===== src/rtl/alu_issue_if.sv =====
// alu_issue_if: fetch, ALU and redirect signals between the issue stage and its neighbours.
interface alu_issue_if;
    logic        Inst_valid_in;
    logic        Inst_ready_out;
    logic [31:0] Inst_in;
    logic [31:0] Pc_in;
    logic [31:0] Rs_data_in;
    logic [31:0] Rt_data_in;
    logic [5:0]  Func_out;
    logic [31:0] A_out;
    logic [31:0] B_out;
    logic [31:0] Pc_out;
    logic        Ex_valid_out;
    logic        Ex_ready_in;
    logic        Branch_in;
    logic        Jump_in;
    logic [31:0] O_in;
    logic        Redirect_valid_out;
    logic        Redirect_ready_in;
    logic [31:0] Redirect_pc_out;
    logic        Illegal_out;

    modport slave (
        input  Inst_valid_in, Inst_in, Pc_in, Rs_data_in, Rt_data_in,
        input  Ex_ready_in, Branch_in, Jump_in, O_in, Redirect_ready_in,
        output Inst_ready_out, Func_out, A_out, B_out, Pc_out, Ex_valid_out,
        output Redirect_valid_out, Redirect_pc_out, Illegal_out
    );

    modport master (
        output Inst_valid_in, Inst_in, Pc_in, Rs_data_in, Rt_data_in,
        output Ex_ready_in, Branch_in, Jump_in, O_in, Redirect_ready_in,
        input  Inst_ready_out, Func_out, A_out, B_out, Pc_out, Ex_valid_out,
        input  Redirect_valid_out, Redirect_pc_out, Illegal_out
    );
endinterface


===== src/rtl/alu_issue.sv =====
// alu_issue: MIPS decode/issue into ALU Func/A/B with branch/jump PC redirect.
// Define ALU_ISSUE_DELAY_SLOT_EN to issue one delay-slot instruction after a taken redirect.
module alu_issue (
    input logic       clock,
    input logic       reset,
    alu_issue_if.slave bus
);
    typedef enum logic [1:0] {RUN, SLOT, HOLD} state_t;

    state_t      state_q, state_d;
    logic [5:0]  func_q, func_d;
    logic [31:0] a_q, a_d, b_q, b_d, pc_q, pc_d, tgt_q, tgt_d, rpc_q, rpc_d;
    logic        ev_q, ev_d, ill_q, ill_d;
    logic [5:0]  op, fn, dfunc;
    logic [31:0] imm_s, imm_z, pc4, da, db, dtgt;
    logic        legal, is_ctl, accept, retire, taken, squash;

    always_comb begin
        op     = bus.Inst_in[31:26];
        fn     = bus.Inst_in[5:0];
        imm_s  = {{16{bus.Inst_in[15]}}, bus.Inst_in[15:0]};
        imm_z  = {16'h0, bus.Inst_in[15:0]};
        pc4    = bus.Pc_in + 32'd4;
        dfunc  = 6'h00;
        da     = bus.Rs_data_in;
        db     = bus.Rt_data_in;
        legal  = 1'b1;
        is_ctl = 1'b0;
        dtgt   = pc4 + {imm_s[29:0], 2'b00};
        case (op)
            6'h00: case (fn)
                6'h20, 6'h21: dfunc = 6'h20;
                6'h22, 6'h23: dfunc = 6'h22;
                6'h24, 6'h25, 6'h26, 6'h27, 6'h2A, 6'h2B: dfunc = fn;
                6'h08, 6'h09: dfunc = 6'h3B;
                default: legal = 1'b0;
            endcase
            6'h01: begin
                dfunc  = {5'b11100, bus.Inst_in[16]};
                legal  = bus.Inst_in[20:17] == 4'h0;
                is_ctl = 1'b1;
            end
            6'h02, 6'h03: begin
                dfunc  = 6'h3A;
                is_ctl = 1'b1;
                dtgt   = {pc4[31:28], bus.Inst_in[25:0], 2'b00};
            end
            6'h04, 6'h05, 6'h06, 6'h07: begin
                dfunc  = {4'b1111, op[1:0]};
                is_ctl = 1'b1;
            end
            6'h08, 6'h09, 6'h23, 6'h2B: begin
                dfunc = 6'h20;
                db    = imm_s;
            end
            6'h0A, 6'h0B: begin
                dfunc = {5'b10101, op[0]};
                db    = imm_s;
            end
            6'h0C, 6'h0D, 6'h0E: begin
                dfunc = {4'b1001, op[1:0]};
                db    = imm_z;
            end
            6'h0F: begin
                dfunc = 6'h25;
                da    = 32'h0;
                db    = {bus.Inst_in[15:0], 16'h0};
            end
            default: legal = 1'b0;
        endcase
    end

    assign bus.Inst_ready_out = !reset && state_q != HOLD && (!ev_q || bus.Ex_ready_in);
    assign accept = bus.Inst_valid_in && bus.Inst_ready_out;
    assign retire = ev_q && bus.Ex_ready_in;
    assign taken  = state_q == RUN && retire && (bus.Branch_in || bus.Jump_in);
`ifdef ALU_ISSUE_DELAY_SLOT_EN
    assign squash = 1'b0;
`else
    assign squash = taken;
`endif

    always_comb begin
        state_d = state_q;
        func_d  = func_q;
        a_d     = a_q;
        b_d     = b_q;
        pc_d    = pc_q;
        tgt_d   = tgt_q;
        ev_d    = ev_q && !retire;
        ill_d   = accept && !legal && !squash;
        rpc_d   = taken ? (func_q == 6'h3B ? bus.O_in : tgt_q) : rpc_q;
        if (accept && legal && !squash) begin
            func_d = dfunc;
            a_d    = da;
            b_d    = db;
            pc_d   = bus.Pc_in;
            tgt_d  = is_ctl ? dtgt : tgt_q;
            ev_d   = 1'b1;
        end
        case (state_q)
`ifdef ALU_ISSUE_DELAY_SLOT_EN
            RUN:  if (taken) state_d = accept ? HOLD : SLOT;
`else
            RUN:  if (taken) state_d = HOLD;
`endif
            SLOT: if (accept) state_d = HOLD;
            HOLD: if (bus.Redirect_ready_in) state_d = RUN;
            default: state_d = RUN;
        endcase
    end

    always_ff @(posedge clock or posedge reset) begin
        if (reset) begin
            state_q <= RUN;
            func_q  <= 6'h0;
            a_q     <= 32'h0;
            b_q     <= 32'h0;
            pc_q    <= 32'h0;
            tgt_q   <= 32'h0;
            rpc_q   <= 32'h0;
            ev_q    <= 1'b0;
            ill_q   <= 1'b0;
        end else begin
            state_q <= state_d;
            func_q  <= func_d;
            a_q     <= a_d;
            b_q     <= b_d;
            pc_q    <= pc_d;
            tgt_q   <= tgt_d;
            rpc_q   <= rpc_d;
            ev_q    <= ev_d;
            ill_q   <= ill_d;
        end
    end

    assign bus.Func_out           = func_q;
    assign bus.A_out              = a_q;
    assign bus.B_out              = b_q;
    assign bus.Pc_out             = pc_q;
    assign bus.Ex_valid_out       = ev_q;
    assign bus.Illegal_out        = ill_q;
    assign bus.Redirect_valid_out = state_q == HOLD;
    assign bus.Redirect_pc_out    = rpc_q;
endmodule


===== src/flat_wrapper.sv =====
// flat-port wrapper written by rule: the top's interface ports become plain ports
module alu_issue_flat 
  (clock, reset, bus_Inst_valid_in, bus_Inst_in, bus_Pc_in, bus_Rs_data_in, bus_Rt_data_in, bus_Ex_ready_in, bus_Branch_in, bus_Jump_in, bus_O_in, bus_Redirect_ready_in, bus_Inst_ready_out, bus_Func_out, bus_A_out, bus_B_out, bus_Pc_out, bus_Ex_valid_out, bus_Redirect_valid_out, bus_Redirect_pc_out, bus_Illegal_out);
  alu_issue_if bus_i ();
  input logic clock;
  input logic reset;
  input wire logic [$bits(bus_i.Inst_valid_in)-1:0] bus_Inst_valid_in;
  input wire logic [$bits(bus_i.Inst_in)-1:0] bus_Inst_in;
  input wire logic [$bits(bus_i.Pc_in)-1:0] bus_Pc_in;
  input wire logic [$bits(bus_i.Rs_data_in)-1:0] bus_Rs_data_in;
  input wire logic [$bits(bus_i.Rt_data_in)-1:0] bus_Rt_data_in;
  input wire logic [$bits(bus_i.Ex_ready_in)-1:0] bus_Ex_ready_in;
  input wire logic [$bits(bus_i.Branch_in)-1:0] bus_Branch_in;
  input wire logic [$bits(bus_i.Jump_in)-1:0] bus_Jump_in;
  input wire logic [$bits(bus_i.O_in)-1:0] bus_O_in;
  input wire logic [$bits(bus_i.Redirect_ready_in)-1:0] bus_Redirect_ready_in;
  output wire logic [$bits(bus_i.Inst_ready_out)-1:0] bus_Inst_ready_out;
  output wire logic [$bits(bus_i.Func_out)-1:0] bus_Func_out;
  output wire logic [$bits(bus_i.A_out)-1:0] bus_A_out;
  output wire logic [$bits(bus_i.B_out)-1:0] bus_B_out;
  output wire logic [$bits(bus_i.Pc_out)-1:0] bus_Pc_out;
  output wire logic [$bits(bus_i.Ex_valid_out)-1:0] bus_Ex_valid_out;
  output wire logic [$bits(bus_i.Redirect_valid_out)-1:0] bus_Redirect_valid_out;
  output wire logic [$bits(bus_i.Redirect_pc_out)-1:0] bus_Redirect_pc_out;
  output wire logic [$bits(bus_i.Illegal_out)-1:0] bus_Illegal_out;
  assign bus_i.Inst_valid_in = bus_Inst_valid_in;
  assign bus_i.Inst_in = bus_Inst_in;
  assign bus_i.Pc_in = bus_Pc_in;
  assign bus_i.Rs_data_in = bus_Rs_data_in;
  assign bus_i.Rt_data_in = bus_Rt_data_in;
  assign bus_i.Ex_ready_in = bus_Ex_ready_in;
  assign bus_i.Branch_in = bus_Branch_in;
  assign bus_i.Jump_in = bus_Jump_in;
  assign bus_i.O_in = bus_O_in;
  assign bus_i.Redirect_ready_in = bus_Redirect_ready_in;
  assign bus_Inst_ready_out = bus_i.Inst_ready_out;
  assign bus_Func_out = bus_i.Func_out;
  assign bus_A_out = bus_i.A_out;
  assign bus_B_out = bus_i.B_out;
  assign bus_Pc_out = bus_i.Pc_out;
  assign bus_Ex_valid_out = bus_i.Ex_valid_out;
  assign bus_Redirect_valid_out = bus_i.Redirect_valid_out;
  assign bus_Redirect_pc_out = bus_i.Redirect_pc_out;
  assign bus_Illegal_out = bus_i.Illegal_out;
  alu_issue u_core (.clock(clock), .reset(reset), .bus(bus_i));
endmodule

===== config.mk =====
export PLATFORM = sky130hd
export DESIGN_NAME = alu_issue_flat
export DESIGN_NICKNAME = d
export VERILOG_FILES = /design/src/rtl/alu_issue_if.sv /design/src/rtl/alu_issue.sv /design/src/flat_wrapper.sv
export SDC_FILE = /design/constraint.sdc
export NUM_CORES = 1
export LEC_CHECK = 0
export CORE_MARGIN = 4
export CORE_UTILIZATION = 29
export DETAILED_ROUTE_END_ITERATION = 7
export SLEW_MARGIN = 20
export SYNTH_ARGS = -nofsm -noshare
export SYNTH_HDL_FRONTEND = slang
export SYNTH_SLANG_ARGS = --single-unit
export TNS_END_PERCENT = 10

===== constraint.sdc =====
create_clock -name clock -period 6.53 [get_ports clock]
set_clock_uncertainty 0.05 [all_clocks]
set_input_delay 0.9795 -clock clock [delete_from_list [all_inputs] [get_ports clock]]
set_output_delay 0.9795 -clock clock [all_outputs]
set_load 0.01 [all_outputs]

==> summary.txt, run 1 <==
Syn-to-layout area delta = 44.0%
max_slew headroom = 31.8%
largest net degree at the start of global routing = 176
RSZ-0062 raised after global routing = false
die area = 35,400 µm²
Worst Path Arrival = 4730 ps
setup TNS = 0 ps
dpl hpwl = 24,500 µm
Slew Limit Fails = 0
# port buffers = 304
Combinational Power Share = 34.8%
Top-Level Pins = 305
Final Hold Fails = 0
layout cell share with drive strength beyond 1 = 6.42%
EDFF count, synth = 0
most frequent cells in the layout = clkdlybuf4s50_1, nand2_1, dfrtp_1, o21ai_0, nor2_1
core area = 31,800 µm²
Worst Hold Class = reg2reg
max-cap violation count = 0
average vias per placed instance = 4.80
later-pin clock latency in the skew report = 450 ps
Main synth FF type = dfrtp_1
Seq cells post-synth = 169
Pwr Density = 303 nW/µm²
Slew @ Worst Pin = 1020 ps
Place WS = 1660 ps
GRT overflow = 0
Die X = 188 µm
Net Sw Frac = 31.8%
CTS Hold Bufs = 0
ys async rst share = 100%
Net Switching = 1.31 mW
vias in the first global route = 8,505
FP Rows = 65
CTS Buffer Depth = 2
Mapped Area = 9420 µm²
drt first pass iters = 5
Clk network pwr share = 28.1%
Peak VDD IR = 0.178 mV
worst-path maximum fanout = 5
Resized cells post-CTS = 0
outcome = finished, final reports clean
sequential share of power = 37.1%
sequential fraction of the synthesis area = 44.9%
initial antenna violation count = 1
Routed WL = 32,300 µm
endpoints failing setup = 0
Synth Instances = 1,035
Setup CP Type = in2reg
Yosys warning count = 0
GP Congestion = 0.849
post-CTS setup buffers = 0
Reg area = 4230 µm²
Clock H-tree levels = 4
syn_nets = 1,238
Tmin final = 4450 ps
most common cell after layout, fill and taps aside = clkdlybuf4s50_1
# DRC = 0
first-pass GRT wire length = 50,400 µm
CTS tree = built
mean post-synth cell area = 9.10 µm²
Sink Count = 169
total global-route track usage = 18.1%
WP data required = 6810 ps
via count = 8,454
Power Internal = 2.81 mW
Final Cycle Share = 68.1%
Worst Slack Setup Final = 2080 ps
Initial Utilization = 29.6%
Post-DRT Antenna Nets = 0
CTS Buf Count = 17
Netlist cell types = 56
Starting DRT DRC Count = 405
CTS Root Cell = clkbuf_16
FMAX = 225 MHz
Clock transition at path regs = 70 ps
Leak Pwr = 5.70 nW
area of the multi-input gates = 4920 µm²
final net count = 1,515
Chip Height = 188 µm
CP Capture Type = register
number of fill cells = 3,123
Critical Path Source Type = primary input
Routed WL per cell = 18.4 µm
## metal layers
metal	track usage [%]	vias up	part of all wire, %
met4	4.43	0	1.8
met3	4.00	29	4.8
met5	0	-	0
li1	-	4244	-
met1	25.0	3954	47
met2	29.0	227	47
## Yosys cell counts, drive strengths merged, types with 6 or more instances
master  number  area share (%)
nand2      170             6.8
o211ai      12            0.96
buf         14            0.82
o21ai      102             5.4
ha          35             4.7
nor3        15            0.92
clkbuf      44             1.8
a221oi      16             1.5
nand2b       8            0.61
or3          6            0.40
xor2        17             1.6
nor2        88             3.5
a31oi       12            0.80
mux2i       37             3.9
xnor2       31             2.9
a21o        14             1.1
dfrtp      169              45
nand4       10            0.66
inv         12            0.48
nand3       26             1.4
a21oi       82             4.4
mux2        30             3.6
and3        10            0.66
a211oi       8            0.69
a22oi       17             1.4
## cell type report
type	count	area share (%)
inverters	12	0.369
flip-flops and latches	169	31.2
repair buffers	316	23.2
clock inverters	15	1.76
clock buffers	17	3.14
multi-input cells	796	36.3
well taps	435	4.02
diodes	1	0.0185
## kinds of logic after synthesis
logic type,Yosys count,share of synthesized area (%)
XOR/XNOR,48,4.47
flip-flops,169,44.9
multiplexers,67,7.52
adder cells (fa/ha/maj),36,4.86
AO/OA/AOI/OAI,287,18.3
AND/OR/NAND/NOR,358,16.9
buffers and inverters,70,3.06
## per-stage QoR
| stage | std cells | area (µm²) | power (mW) | util (%) | hold WS (ps) |
|---|---|---|---|---|---|
| 3_5_place_dp | 1728 | 12900 | 2.99 | 40.5 | 420 |
| 4_1_cts | 1760 | 13500 | 4.16 | 42.6 | 436 |
| 5_1_grt | 1761 | 13600 | 4.36 | 42.6 | 456 |
| 3_3_place_gp | 1728 | 12900 | 2.97 | 40.5 | 413 |
| 2_1_floorplan | 1035 | 9420 | 2.12 | - | 388 |
| 6_report | 1761 | 13600 | 4.11 | 42.6 | 433 |
## power by group through the flow
stage	logic (mW)	registers (mW)	clock network, mW
4_1_cts	1.45	1.53	1.19
2_1_floorplan	0.473	1.65	0
3_5_place_dp	1.44	1.55	0
5_1_grt	1.56	1.57	1.23
3_3_place_gp	1.43	1.54	0
6_report	1.43	1.53	1.16
## worst max-delay path, stage by stage
cell	delay, ps
clkdlybuf4s50_1	550
and4_1	250
nand3_1	160
nor2_1	260
nand4_1	150
xnor2_1	180
ha_1	390
nand2_1	110
nor4_1	270
o311ai_1	220
a31oi_1	290
a31oi_1	160
o21a_1	240
nor3_1	190
nor4_1	80
a221o_1	260
## flip-flops by register name, indices dropped and copies added, names as in the netlist
name	cells
u_core.bus.A_out	32
u_core.bus.B_out	32
u_core.bus.Pc_out	32
u_core.bus.Redirect_pc_out	32
u_core.tgt_q	32
u_core.bus.Func_out	6
u_core.bus.Ex_valid_out	1
u_core.bus.Illegal_out	1
u_core.state_q	1
## worst paths after layout
check	startpoint	to	slack (ps)	cells past startpoint
min	u_core.bus.A_out[25]	u_core.bus.A_out[25]	430	2
min in group asynchronous	reset	u_core.bus.Func_out[0]	880	2
max	bus_Pc_in[7]	u_core.tgt_q[28]	2080	16
min reg2reg	u_core.bus.A_out[25]	u_core.bus.A_out[25]	430	2
max reg2reg	u_core.bus.Ex_valid_out	u_core.tgt_q[28]	3650	10
max in group asynchronous	reset	u_core.bus.Pc_out[26]	4440	3
(Power assumes the default switching activity.)
==> run 2, diff against run 1 <==
Clock period 6.53 ns to 4.3 ns, I/O delays scaled along.
==> summary.txt, run 2 (same netlist as run 1, synthesis figures left out) <==
total global-route track usage = 18.7% (+0.64 points)
# port buffers = 304 (unchanged)
max_slew headroom = 31.3% (-0.53 points)
Pwr Density = 440 nW/µm² (+45%)
Slew @ Worst Pin = 1030 ps (+7.96 ps)
Setup CP Type = in2reg
core area = 31,800 µm² (unchanged)
outcome = finished, final reports clean
Worst Path Arrival = 4170 ps (-560 ps)
Clock transition at path regs = 70 ps (about the same)
Resized cells post-CTS = 0 (unchanged)
FP Rows = 65 (unchanged)
Hold WS = 430 ps (-2.41 ps)
CTS Buf Count = 17 (unchanged)
Peak VDD IR = 0.257 mV (+45%)
average vias per placed instance = 4.84 (+0.82%)
Post-DRT Antenna Nets = 0 (unchanged)
Worst Slack Setup Final = 426 ps (-1660 ps)
number of fill cells = 3,130 (+0.22%)
dpl cell area = 13,300 µm² (+3.3%)
vias in the first global route = 8,743 (+2.8%)
CTS Root Cell = clkbuf_16
Slew Limit Fails = 0 (unchanged)
CTS Buffer Depth = 2 (unchanged)
Syn-to-layout area delta = 47.8%
setup TNS = 0 ps (unchanged)
CTS tree = built
CP Capture Type = register
first-pass GRT wire length = 52,100 µm (+3.4%)
final instance area = 13,900 µm² (+2.7%)
RSZ-0062 raised after global routing = false
post-CTS setup buffers = 0 (unchanged)
Leak Pwr = 5.94 nW (+4.2%)
Sink Count = 169 (unchanged)
Tmin final = 3870 ps
Die X = 188 µm (unchanged)
most common cell after layout, fill and taps aside = clkdlybuf4s50_1
Initial Utilization = 29.6% (unchanged)
Final Cycle Share = 90.1%
max-cap violation count = 0 (unchanged)
Starting DRT DRC Count = 532 (+31%)
Overall Power = 6.13 mW (+49%)
initial antenna violation count = 2 (+1)
fin util = 43.8% (+1.1 points)
final net count = 1,571 (+3.7%)
layout cell share with drive strength beyond 1 = 10.2% (+3.8 points)
Final Hold Fails = 0 (unchanged)
Worst Hold Class = reg2reg
CTS Hold Bufs = 0 (unchanged)
GRT overflow = 0 (unchanged)
WP data required = 4600 ps (-2210 ps)
post-route insts no fill = 1,818 (+3.2%)
Clock H-tree levels = 4 (unchanged)
die area = 35,400 µm² (unchanged)
Routed WL = 33,400 µm (+3.2%)
Place WS = -39.5 ps (-1700 ps)
FMAX = 258 MHz
most frequent cells in the layout = clkdlybuf4s50_1, nand2_1, dfrtp_1, o21ai_0, nor2_1
later-pin clock latency in the skew report = 450 ps (about the same)
endpoints failing setup = 0 (unchanged)
Top-Level Pins = 305 (unchanged)
GP Congestion = 0.867 (+2.1%)
Routed WL per cell = 18.4 µm (about the same)
Chip Height = 188 µm (unchanged)
Critical Path Source Type = primary input
# DRC = 0 (unchanged)
largest net degree at the start of global routing = 170 (-3.4%)
via count = 8,799 (+4.1%)
dpl hpwl = 25,500 µm (+4.0%)
# placed instances = 1,784 (+3.2%)
drt first pass iters = 5 (unchanged)
worst-path maximum fanout = 5 (unchanged)
-- run 2: cell count changes in the layout (fill, tap and decap cells not counted) --
cell / previous run / this run
clkinv_2: 1 / 0
diode_2: 1 / 2
inv_6: 3 / 5
bufinv_16: 4 / 0
clkinv_8: 3 / 4
buf_12: 1 / 2
buf_4: 10 / 66
inv_8: 2 / 4
buf_6: 1 / 0
-- run 2: path summary, 6_finish.rpt --
kind	from	endpoint	slack, ps	depth (start not counted)
max	bus_Pc_in[7]	u_core.tgt_q[31]	430	16
min in group asynchronous	reset	u_core.bus.Ex_valid_out	780	3
max reg2reg	u_core.bus.Ex_valid_out	u_core.tgt_q[28]	1870	9
min	u_core.bus.A_out[18]	u_core.bus.A_out[18]	430	2
max in group asynchronous	reset	u_core.bus.Pc_out[25]	2700	3
min reg2reg	u_core.bus.A_out[18]	u_core.bus.A_out[18]	430	2
-- run 2: final cells by class --
type | count | area, µm² | area share (%)
Antenna cell | 2 | 5.00 | 0.0360
Clock buffer | 17 | 425 | 3.06
Clock inverter | 15 | 171 | 1.23
Inverter | 12 | 48.8 | 0.351
Multi-Input combinational cell | 796 | 4920 | 35.3
Sequential cell | 169 | 4230 | 30.4
Tap cell | 435 | 544 | 3.91
Timing Repair Buffer | 372 | 3580 | 25.7
-- run 2: critical path: stages --
cell             delay [ps]
clkdlybuf4s50_1         480
and4_1                  240
nand3_1                 160
or3_1                   480
nor2_1                  140
xor2_1                  190
ha_1                    280
a21oi_1                 220
nor2_1                   60
a211oi_1                300
nor2_1                  100
o311a_1                 140
a221o_1                 330
xnor2_1                 180
nand4_1                 110
o311ai_1                120
-- run 2: power breakdown --
group	internal [mW]	total, mW	switching [mW]
Sequential	2.05	2.33	0.273
Clock	0.786	1.58	0.794
Combinational	1.25	2.22	0.979
Total	4.08	6.13	2.05
-- run 2: layer usage --
metal | routed length, µm | up-vias | share of wire [%] | global-route usage [%]
met2 | 15600 | 242 | 47 | 29.8
met5 | 0 | - | 0 | 0
li1 | - | 4352 | - | -
met3 | 1680 | 35 | 5.0 | 4.06
met1 | 15300 | 4170 | 46 | 25.7
met4 | 751 | 0 | 2.2 | 5.67
